### src/rtl/uart_fifo_core.sv
// uart_fifo_core: UART with a shared oversample tick generator, a 16x-oversampled
// receiver with start-bit glitch rejection, a transmitter, one first-word-fall-through
// FIFO per direction and sticky parity/framing/overrun flags.
module uart_fifo_core #(
  parameter int unsigned DBIT      = 8,
  parameter int unsigned PAR_EN    = 0,
  parameter int unsigned PAR_ODD   = 0,
  parameter int unsigned STOP_BITS = 1,
  parameter int unsigned DIVISOR   = 326,
  parameter int unsigned FIFO_W    = 4
) (
  input  logic            clk,
  input  logic            rst_n,
  input  logic            rx,
  output logic            tx,
  input  logic            wr,
  input  logic [DBIT-1:0] w_data,
  input  logic            rd,
  output logic [DBIT-1:0] r_data,
  output logic            rx_empty,
  output logic            tx_full,
  output logic            tx_busy,
  input  logic            err_clr,
  output logic            parity_err,
  output logic            frame_err,
  output logic            overrun_err
);

  localparam int unsigned Depth = 2 ** FIFO_W;
  localparam int unsigned DivW  = (DIVISOR > 1) ? $clog2(DIVISOR) : 1;

  localparam logic [DivW-1:0]   DivLast  = DivW'(DIVISOR - 1);
  localparam logic [DivW-1:0]   DivOne   = DivW'(1);
  localparam logic [FIFO_W-1:0] PtrOne   = FIFO_W'(1);
  localparam logic [FIFO_W:0]   CntOne   = {{FIFO_W{1'b0}}, 1'b1};
  localparam logic [FIFO_W:0]   CntFull  = {1'b1, {FIFO_W{1'b0}}};
  localparam logic [5:0]        StopLast = 6'(16 * STOP_BITS - 1);
  localparam logic [3:0]        BitLast  = 4'(DBIT - 1);
  localparam logic              ParOdd   = (PAR_ODD != 0);

  // Shared by both FSMs
  localparam logic [2:0] StIdle  = 3'd0;
  localparam logic [2:0] StStart = 3'd1;
  localparam logic [2:0] StData  = 3'd2;
  localparam logic [2:0] StPar   = 3'd3;
  localparam logic [2:0] StStop  = 3'd4;

  localparam logic [2:0] StAfterData = (PAR_EN != 0) ? StPar : StStop;

  // --------------------------------------------------------------------------
  // Oversample tick
  // --------------------------------------------------------------------------
  logic [DivW-1:0] div_q;
  logic            tick;

  assign tick = (div_q == DivLast);

  // Free-running divider; tick marks its last count
  always_ff @(posedge clk) begin
    if (!rst_n) begin
      div_q <= '0;
    end else if (tick) begin
      div_q <= '0;
    end else begin
      div_q <= div_q + DivOne;
    end
  end

  // --------------------------------------------------------------------------
  // RX synchroniser and FSM
  // --------------------------------------------------------------------------
  logic rx_meta_q, rx_sync_q;

  // Two-flop synchroniser; resets to the idle line level
  always_ff @(posedge clk) begin
    if (!rst_n) begin
      rx_meta_q <= 1'b1;
      rx_sync_q <= 1'b1;
    end else begin
      rx_meta_q <= rx;
      rx_sync_q <= rx_meta_q;
    end
  end

  logic [2:0]      rx_state_q, rx_state_d;
  logic [5:0]      rx_tick_q, rx_tick_d;
  logic [3:0]      rx_bit_q, rx_bit_d;
  logic [DBIT-1:0] rx_shift_q, rx_shift_d;
  logic            rx_push, par_set, frame_set;

  // Receiver next state: centre-of-bit sampling on oversample ticks
  always_comb begin
    rx_state_d = rx_state_q;
    rx_tick_d  = rx_tick_q;
    rx_bit_d   = rx_bit_q;
    rx_shift_d = rx_shift_q;
    rx_push    = 1'b0;
    par_set    = 1'b0;
    frame_set  = 1'b0;
    case (rx_state_q)
      StIdle: begin
        if (!rx_sync_q) begin
          rx_tick_d  = '0;
          rx_state_d = StStart;
        end
      end
      StStart: begin
        if (tick) begin
          if (rx_tick_q == 6'd7) begin
            // Mid start bit: a line already back high was only a glitch
            rx_tick_d  = '0;
            rx_bit_d   = '0;
            rx_state_d = rx_sync_q ? StIdle : StData;
          end else begin
            rx_tick_d = rx_tick_q + 6'd1;
          end
        end
      end
      StData: begin
        if (tick) begin
          if (rx_tick_q == 6'd15) begin
            rx_tick_d  = '0;
            rx_shift_d = {rx_sync_q, rx_shift_q[DBIT-1:1]};
            if (rx_bit_q == BitLast) begin
              rx_state_d = StAfterData;
            end else begin
              rx_bit_d = rx_bit_q + 4'd1;
            end
          end else begin
            rx_tick_d = rx_tick_q + 6'd1;
          end
        end
      end
      StPar: begin
        if (tick) begin
          if (rx_tick_q == 6'd15) begin
            rx_tick_d  = '0;
            par_set    = (rx_sync_q != (^rx_shift_q ^ ParOdd));
            rx_state_d = StStop;
          end else begin
            rx_tick_d = rx_tick_q + 6'd1;
          end
        end
      end
      StStop: begin
        if (tick) begin
          if (rx_tick_q == StopLast) begin
            // Word is delivered even when framing or parity failed
            rx_tick_d  = '0;
            frame_set  = !rx_sync_q;
            rx_push    = 1'b1;
            rx_state_d = StIdle;
          end else begin
            rx_tick_d = rx_tick_q + 6'd1;
          end
        end
      end
      default: rx_state_d = StIdle;
    endcase
  end

  // Receiver state registers
  always_ff @(posedge clk) begin
    if (!rst_n) begin
      rx_state_q <= StIdle;
      rx_tick_q  <= '0;
      rx_bit_q   <= '0;
      rx_shift_q <= '0;
    end else begin
      rx_state_q <= rx_state_d;
      rx_tick_q  <= rx_tick_d;
      rx_bit_q   <= rx_bit_d;
      rx_shift_q <= rx_shift_d;
    end
  end

  // --------------------------------------------------------------------------
  // RX FIFO
  // --------------------------------------------------------------------------
  logic [DBIT-1:0]   rx_mem [Depth];
  logic [FIFO_W-1:0] rx_wptr_q, rx_rptr_q;
  logic [FIFO_W:0]   rx_cnt_q;
  logic              rx_full, rx_pop, rx_wr_en, ovr_set;

  assign rx_empty = (rx_cnt_q == '0);
  assign rx_full  = (rx_cnt_q == CntFull);
  assign rx_pop   = rd && !rx_empty;
  // A pop in the same cycle frees the slot for the incoming word
  assign rx_wr_en = rx_push && (!rx_full || rx_pop);
  assign ovr_set  = rx_push && rx_full && !rx_pop;
  assign r_data   = rx_empty ? '0 : rx_mem[rx_rptr_q];

  // RX FIFO pointers and occupancy
  always_ff @(posedge clk) begin
    if (!rst_n) begin
      rx_wptr_q <= '0;
      rx_rptr_q <= '0;
      rx_cnt_q  <= '0;
    end else begin
      if (rx_wr_en) rx_wptr_q <= rx_wptr_q + PtrOne;
      if (rx_pop)   rx_rptr_q <= rx_rptr_q + PtrOne;
      if (rx_wr_en && !rx_pop) begin
        rx_cnt_q <= rx_cnt_q + CntOne;
      end else if (!rx_wr_en && rx_pop) begin
        rx_cnt_q <= rx_cnt_q - CntOne;
      end
    end
  end

  // --------------------------------------------------------------------------
  // TX FIFO
  // --------------------------------------------------------------------------
  logic [DBIT-1:0]   tx_mem [Depth];
  logic [FIFO_W-1:0] tx_wptr_q, tx_rptr_q;
  logic [FIFO_W:0]   tx_cnt_q;
  logic              tx_empty, tx_wr_en, tx_pop;
  logic [DBIT-1:0]   tx_head;

  assign tx_empty = (tx_cnt_q == '0);
  assign tx_full  = (tx_cnt_q == CntFull);
  assign tx_wr_en = wr && !tx_full;
  assign tx_head  = tx_mem[tx_rptr_q];

  // TX FIFO pointers and occupancy; pops only come from a non-empty FIFO
  always_ff @(posedge clk) begin
    if (!rst_n) begin
      tx_wptr_q <= '0;
      tx_rptr_q <= '0;
      tx_cnt_q  <= '0;
    end else begin
      if (tx_wr_en) tx_wptr_q <= tx_wptr_q + PtrOne;
      if (tx_pop)   tx_rptr_q <= tx_rptr_q + PtrOne;
      if (tx_wr_en && !tx_pop) begin
        tx_cnt_q <= tx_cnt_q + CntOne;
      end else if (!tx_wr_en && tx_pop) begin
        tx_cnt_q <= tx_cnt_q - CntOne;
      end
    end
  end

  // FIFO storage; pointers and counts carry the reset
  always_ff @(posedge clk) begin
    if (rx_wr_en) rx_mem[rx_wptr_q] <= rx_shift_q;
    if (tx_wr_en) tx_mem[tx_wptr_q] <= w_data;
  end

  // --------------------------------------------------------------------------
  // TX FSM
  // --------------------------------------------------------------------------
  logic [2:0]      tx_state_q, tx_state_d;
  logic [5:0]      tx_tick_q, tx_tick_d;
  logic [3:0]      tx_bit_q, tx_bit_d;
  logic [DBIT-1:0] tx_shift_q, tx_shift_d;
  logic            tx_par_q, tx_par_d;

  // Transmitter next state; the last stop tick chains straight into the next frame
  always_comb begin
    tx_state_d = tx_state_q;
    tx_tick_d  = tx_tick_q;
    tx_bit_d   = tx_bit_q;
    tx_shift_d = tx_shift_q;
    tx_par_d   = tx_par_q;
    tx_pop     = 1'b0;
    case (tx_state_q)
      StIdle: begin
        if (!tx_empty) begin
          tx_pop     = 1'b1;
          tx_shift_d = tx_head;
          tx_par_d   = ^tx_head ^ ParOdd;
          tx_tick_d  = '0;
          tx_state_d = StStart;
        end
      end
      StStart: begin
        if (tick) begin
          if (tx_tick_q == 6'd15) begin
            tx_tick_d  = '0;
            tx_bit_d   = '0;
            tx_state_d = StData;
          end else begin
            tx_tick_d = tx_tick_q + 6'd1;
          end
        end
      end
      StData: begin
        if (tick) begin
          if (tx_tick_q == 6'd15) begin
            tx_tick_d  = '0;
            tx_shift_d = tx_shift_q >> 1;
            if (tx_bit_q == BitLast) begin
              tx_state_d = StAfterData;
            end else begin
              tx_bit_d = tx_bit_q + 4'd1;
            end
          end else begin
            tx_tick_d = tx_tick_q + 6'd1;
          end
        end
      end
      StPar: begin
        if (tick) begin
          if (tx_tick_q == 6'd15) begin
            tx_tick_d  = '0;
            tx_state_d = StStop;
          end else begin
            tx_tick_d = tx_tick_q + 6'd1;
          end
        end
      end
      StStop: begin
        if (tick) begin
          if (tx_tick_q == StopLast) begin
            tx_tick_d = '0;
            if (!tx_empty) begin
              tx_pop     = 1'b1;
              tx_shift_d = tx_head;
              tx_par_d   = ^tx_head ^ ParOdd;
              tx_state_d = StStart;
            end else begin
              tx_state_d = StIdle;
            end
          end else begin
            tx_tick_d = tx_tick_q + 6'd1;
          end
        end
      end
      default: tx_state_d = StIdle;
    endcase
  end

  // Transmitter state registers
  always_ff @(posedge clk) begin
    if (!rst_n) begin
      tx_state_q <= StIdle;
      tx_tick_q  <= '0;
      tx_bit_q   <= '0;
      tx_shift_q <= '0;
      tx_par_q   <= 1'b0;
    end else begin
      tx_state_q <= tx_state_d;
      tx_tick_q  <= tx_tick_d;
      tx_bit_q   <= tx_bit_d;
      tx_shift_q <= tx_shift_d;
      tx_par_q   <= tx_par_d;
    end
  end

  // Line level follows the current frame field; idle and stop are high
  always_comb begin
    tx = 1'b1;
    case (tx_state_q)
      StStart: tx = 1'b0;
      StData:  tx = tx_shift_q[0];
      StPar:   tx = tx_par_q;
      default: tx = 1'b1;
    endcase
  end

  assign tx_busy = (tx_state_q != StIdle) || !tx_empty;

  // --------------------------------------------------------------------------
  // Sticky error flags
  // --------------------------------------------------------------------------
  logic parity_err_q, frame_err_q, overrun_err_q;

  // Clear wins over a set in the same cycle
  always_ff @(posedge clk) begin
    if (!rst_n) begin
      parity_err_q  <= 1'b0;
      frame_err_q   <= 1'b0;
      overrun_err_q <= 1'b0;
    end else if (err_clr) begin
      parity_err_q  <= 1'b0;
      frame_err_q   <= 1'b0;
      overrun_err_q <= 1'b0;
    end else begin
      if (par_set)   parity_err_q  <= 1'b1;
      if (frame_set) frame_err_q   <= 1'b1;
      if (ovr_set)   overrun_err_q <= 1'b1;
    end
  end

  assign parity_err  = parity_err_q;
  assign frame_err   = frame_err_q;
  assign overrun_err = overrun_err_q;

endmodule
### config.mk
export PLATFORM = sky130hd
export DESIGN_NAME = uart_fifo_core
export DESIGN_NICKNAME = d
export VERILOG_FILES = /design/src/rtl/uart_fifo_core.sv
export SDC_FILE = /design/constraint.sdc
export NUM_CORES = 1
export LEC_CHECK = 0
export ABC_AREA = 1
export CAP_MARGIN = 20
export CORE_MARGIN = 4
export CORE_UTILIZATION = 45
export CTS_BUF_LIST = sky130_fd_sc_hd__clkbuf_4
export DETAILED_ROUTE_END_ITERATION = 8
export GPL_TIMING_DRIVEN = 0
export PLACE_DENSITY = 0.62
export SYNTH_ARGS = -nofsm -noshare
export SYNTH_HDL_FRONTEND = slang
export SYNTH_SLANG_ARGS = --single-unit
### constraint.sdc
create_clock -name clk -period 3.45 [get_ports clk]
set_input_delay 1.035 -clock clk [delete_from_list [all_inputs] [get_ports clk]]
set_output_delay 1.035 -clock clk [all_outputs]
set_load 0.1 [all_outputs]
==> results of run 1 <==
## registers in the layout (all words and copies together) (netlist names), 6 cells and up, named ones only
register,flops
rx_mem,128
tx_mem,128
div_q,9
rx_shift_q,8
tx_shift_q,8
rx_tick_q,6
tx_tick_q,6
## cell usage in the layout (no fill, tap or decap), drive strengths merged, types with 8 or more instances in the layout
master	count
clkinv	14
nand3	109
ha	25
a211oi	10
nor3	14
buf	46
or2	8
clkbuf	174
o21ai	127
xor2	8
xnor2	10
nand2	288
a21oi	74
dfxtp	91
edfxtp	256
o22ai	12
clkdlybuf4s50	16
nor2	193
o221ai	21
nand4	11
inv	168
## kinds of logic (layout without fill, tap and decap cells)
kind of cell    count (synthesis)  in the layout  synth area share
fa+ha+maj                      27             27            0.0234
xor+xnor                       18             18            0.0110
buf+inv                       223            422            0.0624
simple gates                  630            630             0.176
compound gates                258            258            0.0959
other cells                     0              2                 0
flops                         347            347             0.631
## path summary, 6_finish.rpt
path	start	to	slack (ns)
worst min-delay path	rx_meta_q	rx_sync_q	0.41
worst max-delay path	flop	r_data[2]	0.07
worst min register to register	rx_meta_q	rx_sync_q	0.41
worst max register to register	div_q[0]	tx_cnt_q[4]	0.42
## metal layers
metal	global-route usage	up-vias	part of all wire	wire length (um)
met1	0.258	5191	0.44	15700
li1	-	5457	-	-
met3	0.0393	67	0.057	2040
met5	0	-	0	0
met2	0.334	330	0.48	17400
met4	0.0649	0	0.021	769
## final cells by class
class / instances / area share
repair inverters: 1 / 0.000499
inverters: 168 / 0.0370
flip-flops and latches: 347 / 0.542
plain buffers: 53 / 0.0274
well taps: 442 / 0.0315
diodes: 2 / 0.000285
clock buffers: 147 / 0.0629
clock inverters: 17 / 0.00642
multi-input cells: 933 / 0.269
repair buffers: 36 / 0.0226
## power by group
| group | switching (W) | total, W | internal [W] | leakage, nW |
|---|---|---|---|---|
| registers | 0.000147 | 0.00482 | 0.00467 | 3.29 |
| clock network | 0.00168 | 0.00368 | 0.00200 | 0.721 |
| logic | 0.00350 | 0.00526 | 0.00175 | 3.12 |
## stage by stage
step | instance area, um^2 | cells | utilization | hold WS [ns] | worst slack [ns]
2_1_floorplan | 15100 | 1503 | - | 0.393 | 0.0751
3_3_place_gp | 15900 | 1973 | 0.486 | 0.399 | -0.653
3_5_place_dp | 15900 | 1973 | 0.486 | 0.412 | -0.655
4_1_cts | 17400 | 2138 | 0.531 | 0.421 | 0.00307
5_1_grt | 17600 | 2146 | 0.535 | 0.425 | -0.0657
6_report | 17600 | 2146 | 0.535 | 0.411 | 0.0675
## timing repair
item                                    4_1_cts  5_1_grt
gates resized for setup                     142       41
gates cloned                                  1        3
buffers inserted                              1        4
pin swaps                                     9       16
endpoints found under the setup margin       12       13
==> impl_results.md, run 1 <==
* Outcome: complete, no violations
* R2R cell count at 19
* Setup crit start kind: flop
* Worst vdd ir at 1.09 mV
* Cts hold-fix bufs at 0
* Worst-Margin Slew at 1.01 ns
* Max Clock Skew at 0.0597 ns
* Netlist cell types at 45
* ANT nets after route at 0
* Final hold viol count at 0
* Largest net degree at the start of global routing at 20
* Layout area overhead at 16.5%
* Post-synthesis cell area at 15100 um^2
* Crit-path most repeated cell: nor2_1
* First-pass GRT wire length at 56900 um
* Crit-path max FO at 6
* Post-DP HPWL at 23500 um
* Synth Warn # at 0
* TritonCTS Buffers at 92
* Total wire length at 35900 um
* Seq/Total Area, Yosys at 0.631
* Post-synthesis cell count at 1503
* PortBufs at 28
* H-tree depth at 3
* WP data required at 2.41 ns
* Total power at 0.0137 W
* Nets@finish at 1673
* Vias/cell at 5.15
* Asr flop ratio synth at 0
* Overflow after GRT at 0
* Critical path type: reg -> out
* Worst Path Arrival at 2.35 ns
* Final Max Slew Viols at 0
* Slowest CP cell: dfxtp_4
* DRC violations left at 0
* Final setup vio count at 0
* Top cell type by total area after synthesis: edfxtp_1
* HP Class: reg -> reg
* Hold Path Stages at 1
* Fillcell total at 2904
* Period utilisation layout at 0.980
* Vias in the first global route at 10866
* Largest delay contributor family on the critical path: buffers and inverters
* 1st-pass router iterations at 5
* Core region area at 32800 um^2
* Syn_area_per_cell at 10.0 um^2
* Synth top area share at 0.510
* I/O pins at 29
* Critical Path End Type: primary output
* Clock Tree Root: clkbuf_4
* Routability-driven placement congestion ratio at 0.855
* Tmin final at 3.38 ns
* CTS tree: built
* Post-synth top flop: edfxtp_1
* Die Span X at 191 um
* # Max-Cap Violations at 0
* Synth top cells by count: nand2_1, edfxtp_1, nor2_1
* Max Buffers Root-to-Sink at 3
* Clock sinks at 347
* Post-synth EDFFs at 256
* Register area at 9520 um^2
* Buffers plus inverters on the worst setup path at 4
* Initial DRC count at 900
* Die Y at 191 um
* Worst path max stage delay at 0.36 ns
* Die ar. at 36500 um^2
* Initial antenna violation count at 2
* Via count at 11045
* PwrDens at 783 nW/um^2
* Reg clk slew, reported paths at 0.06 ns
* Cell Chain, Critical Path: buf_12 > inv_6 > buf_6 > nor2_1 > o22ai_1 > nor2_1 > nor2_1 > o21ai_0 > a21oi_2 > buf_12
* Std cell rows at 66
* GRT Util Overall at 0.198
* Worst-skew pair later-pin latency at 0.73 ns
* Share of layout cells above drive strength 1 at 0.166
* RSZ-0062 raised after global routing: true
* WL/cell at 16.7 um
* Main area contributors after synthesis: edfxtp_1, dfxtp_1, nand2_1, nor2_1, o21ai_0
* Worst path depth at 10
* Post-synth net total at 1544
* Rel. slew slack at 0.326
* Flops & latches, synth at 347
* Most instantiated library cell after synthesis: nand2_1
* Peak Freq at 296 MHz
* Setup TNS at 0 ns
* Initial cell density of the core at 0.460
* Multi-input gate area at 4720 um^2
* P_leak at 7.12 nW
No activity file was read; power rests on OpenSTA's default activity.
==> run 2, diff against run 1 <==
- GPL_TIMING_DRIVEN: 0 -> unset
- SLEW_MARGIN: unset -> 20
- clock period: 3.45 -> 4.1 ns (I/O delays scaled with it)
==> impl_results.md, run 2 (synthesized netlist as in run 1, its figures left out) <==
* Clock sinks at 347 (unchanged)
* WP data required at 2.87 ns (was 2.41 ns)
* Worst path max stage delay at 0.47 ns (was 0.36 ns)
* Vias/cell at 5.07 (was 5.15)
* Routed wl met3 at 2020 um (was 2040 um)
* H-tree depth at 3 (unchanged)
* Worst reg2reg path startpoint: div_q[0] (unchanged)
* Crit-path max FO at 54 (was 6)
* Met2 Routed Length at 15500 um (was 17400 um)
* RSZ-0062 raised after global routing: false (was true)
* Top Metal Used: met4 (unchanged)
* Initial cell density of the core at 0.460 (unchanged)
* Critical path type: reg -> out (unchanged)
* First-pass GRT wire length at 53000 um (was 56900 um)
* Overflow after GRT at 0 (unchanged)
* Commonest non-fill, non-tap cell in the layout: nand2_1 (unchanged)
* Initial DRC count at 879 (was 900)
* Share of layout cells above drive strength 1 at 0.130 (was 0.166)
* Die Span X at 191 um (unchanged)
* Max Buffers Root-to-Sink at 3 (unchanged)
* P_leak at 6.94 nW (was 7.12 nW)
* Worst vdd ir at 0.825 mV (was 1.09 mV)
* Initial antenna violation count at 2 (unchanged)
* Routability-driven placement congestion ratio at 0.811 (was 0.855)
* Largest net degree at the start of global routing at 74 (was 20)
* GRT Util Overall at 0.182 (was 0.198)
* HP Class: reg -> reg (unchanged)
* Final setup vio count at 0 (unchanged)
* Die Y at 191 um (unchanged)
* Worst-skew pair later-pin latency at 0.70 ns (was 0.73 ns)
* Most frequent cells in the layout: nand2_1, edfxtp_1, nor2_1 (unchanged)
* Largest delay contributor family on the critical path: compound AO/OA/AOI/OAI gates (was buffers and inverters)
* Via count at 10678 (was 11045)
* ANT nets after route at 0 (unchanged)
* Nets@finish at 1633 (was 1673)
* TritonCTS Buffers at 90 (was 92)
* Vias in the first global route at 10257 (was 10866)
* Total power at 0.0112 W (was 0.0137 W)
* Worst Path Arrival at 2.63 ns (was 2.35 ns)
* # Max-Cap Violations at 0 (unchanged)
* Post-DP HPWL at 20300 um (was 23500 um)
* Largest regs: rx_mem (128), tx_mem (128), div_q (9) (unchanged)
* Max Clock Skew at 0.0218 ns (was 0.0597 ns)
* Met1 WL at 14900 um (was 15700 um)
* Layout area overhead at 13.5% (was 16.5%)
* Std cell rows at 66 (unchanged)
* DRC violations left at 0 (unchanged)
* Outcome: complete, no violations (unchanged)
* WL/cell at 15.6 um (was 16.7 um)
* Final Max Slew Viols at 0 (unchanged)
* Slowest CP cell: dfxtp_2 (was dfxtp_4)
* CTS tree: built (unchanged)
* Setup TNS at 0 ns (unchanged)
* Core region area at 32800 um^2 (unchanged)
* Cell Chain, Critical Path: buf_12 > o21ai_0 > o22ai_1 > nor2_1 > nor2_1 > o21ai_0 > a21oi_1 > buf_12 (was buf_12 > inv_6 > buf_6 > nor2_1 > o22ai_1 > nor2_1 > nor2_1 > o21ai_0 > a21oi_2 > buf_12)
* Tmin final at 3.86 ns
* Setup crit start kind: flop (unchanged)
* Buffers plus inverters on the worst setup path at 2 (was 4)
* Total wire length at 32900 um (was 35900 um)
* I/O pins at 29 (unchanged)
* Peak Freq at 259 MHz
* Die ar. at 36500 um^2 (unchanged)
* Hold Path Origin: rx_meta_q (unchanged)
* Rel. slew slack at 0.298 (was 0.326)
* Final hold viol count at 0 (unchanged)
* Reg clk slew, reported paths at 0.06 ns (about the same)
* Critical Path End Type: primary output (unchanged)
* Clock Tree Root: clkbuf_4 (unchanged)
* PortBufs at 28 (unchanged)
* Period utilisation layout at 0.940
* Worst-Margin Slew at 1.05 ns (was 1.01 ns)
* PwrDens at 654 nW/um^2 (was 783 nW/um^2)
* Cts hold-fix bufs at 0 (unchanged)
* 1st-pass router iterations at 5 (unchanged)
-- run 2: layout make-up --
type	instances	area, um^2
fillers	2920	15700
flip-flops and latches	347	9510
multi-input cells	933	4620
clock buffers	134	1010
inverters	168	631
repair buffers	52	556
well taps	442	553
clock inverters	29	219
diodes	2	5.00
-- run 2: per-stage QoR --
stage                     cells  hold slack (ns)   util  cell area (um^2)  setup WS (ns)
final                      2107            0.418  0.522             17100          0.244
after global routing       2107            0.444  0.522             17100         0.0419
after CTS                  2105            0.421  0.521             17100          0.180
after detailed placement   1942            0.407  0.484             15900          0.371
after global placement     1942            0.399  0.484             15900          0.399
after floorplan            1503            0.393      -             15100          0.175
-- run 2: worst paths after layout --
path / depth (start not counted) / slack, ns / end
worst max-delay path: 8 / 0.24 / r_data[2]
worst min-delay path: 1 / 0.42 / rx_sync_q
worst max register to register: 18 / 0.97 / rx_cnt_q[4]
worst min register to register: 1 / 0.42 / rx_sync_q
-- run 2: where the power goes --
part | switching [W] | total, W | leakage [nW] | internal (W)
Combinational | 0.00275 | 0.00400 | 2.93 | 0.00125
Clock | 0.00138 | 0.00312 | 0.724 | 0.00175
Sequential | 0.000135 | 0.00406 | 3.28 | 0.00393
Total | 0.00426 | 0.0112 | 6.94 | 0.00692
-- run 2: per-layer routing --
metal  GRT usage  vias up
li1            -     5373
met1       0.245     4975
met2       0.299      275
met3      0.0393       55
met4      0.0550        0
met5           0        -
-- run 2: repair_timing --
item                                    CTS  global route
endpoints found under the setup margin    4             0
setup buffers                             0             0
resized for setup                         1             0
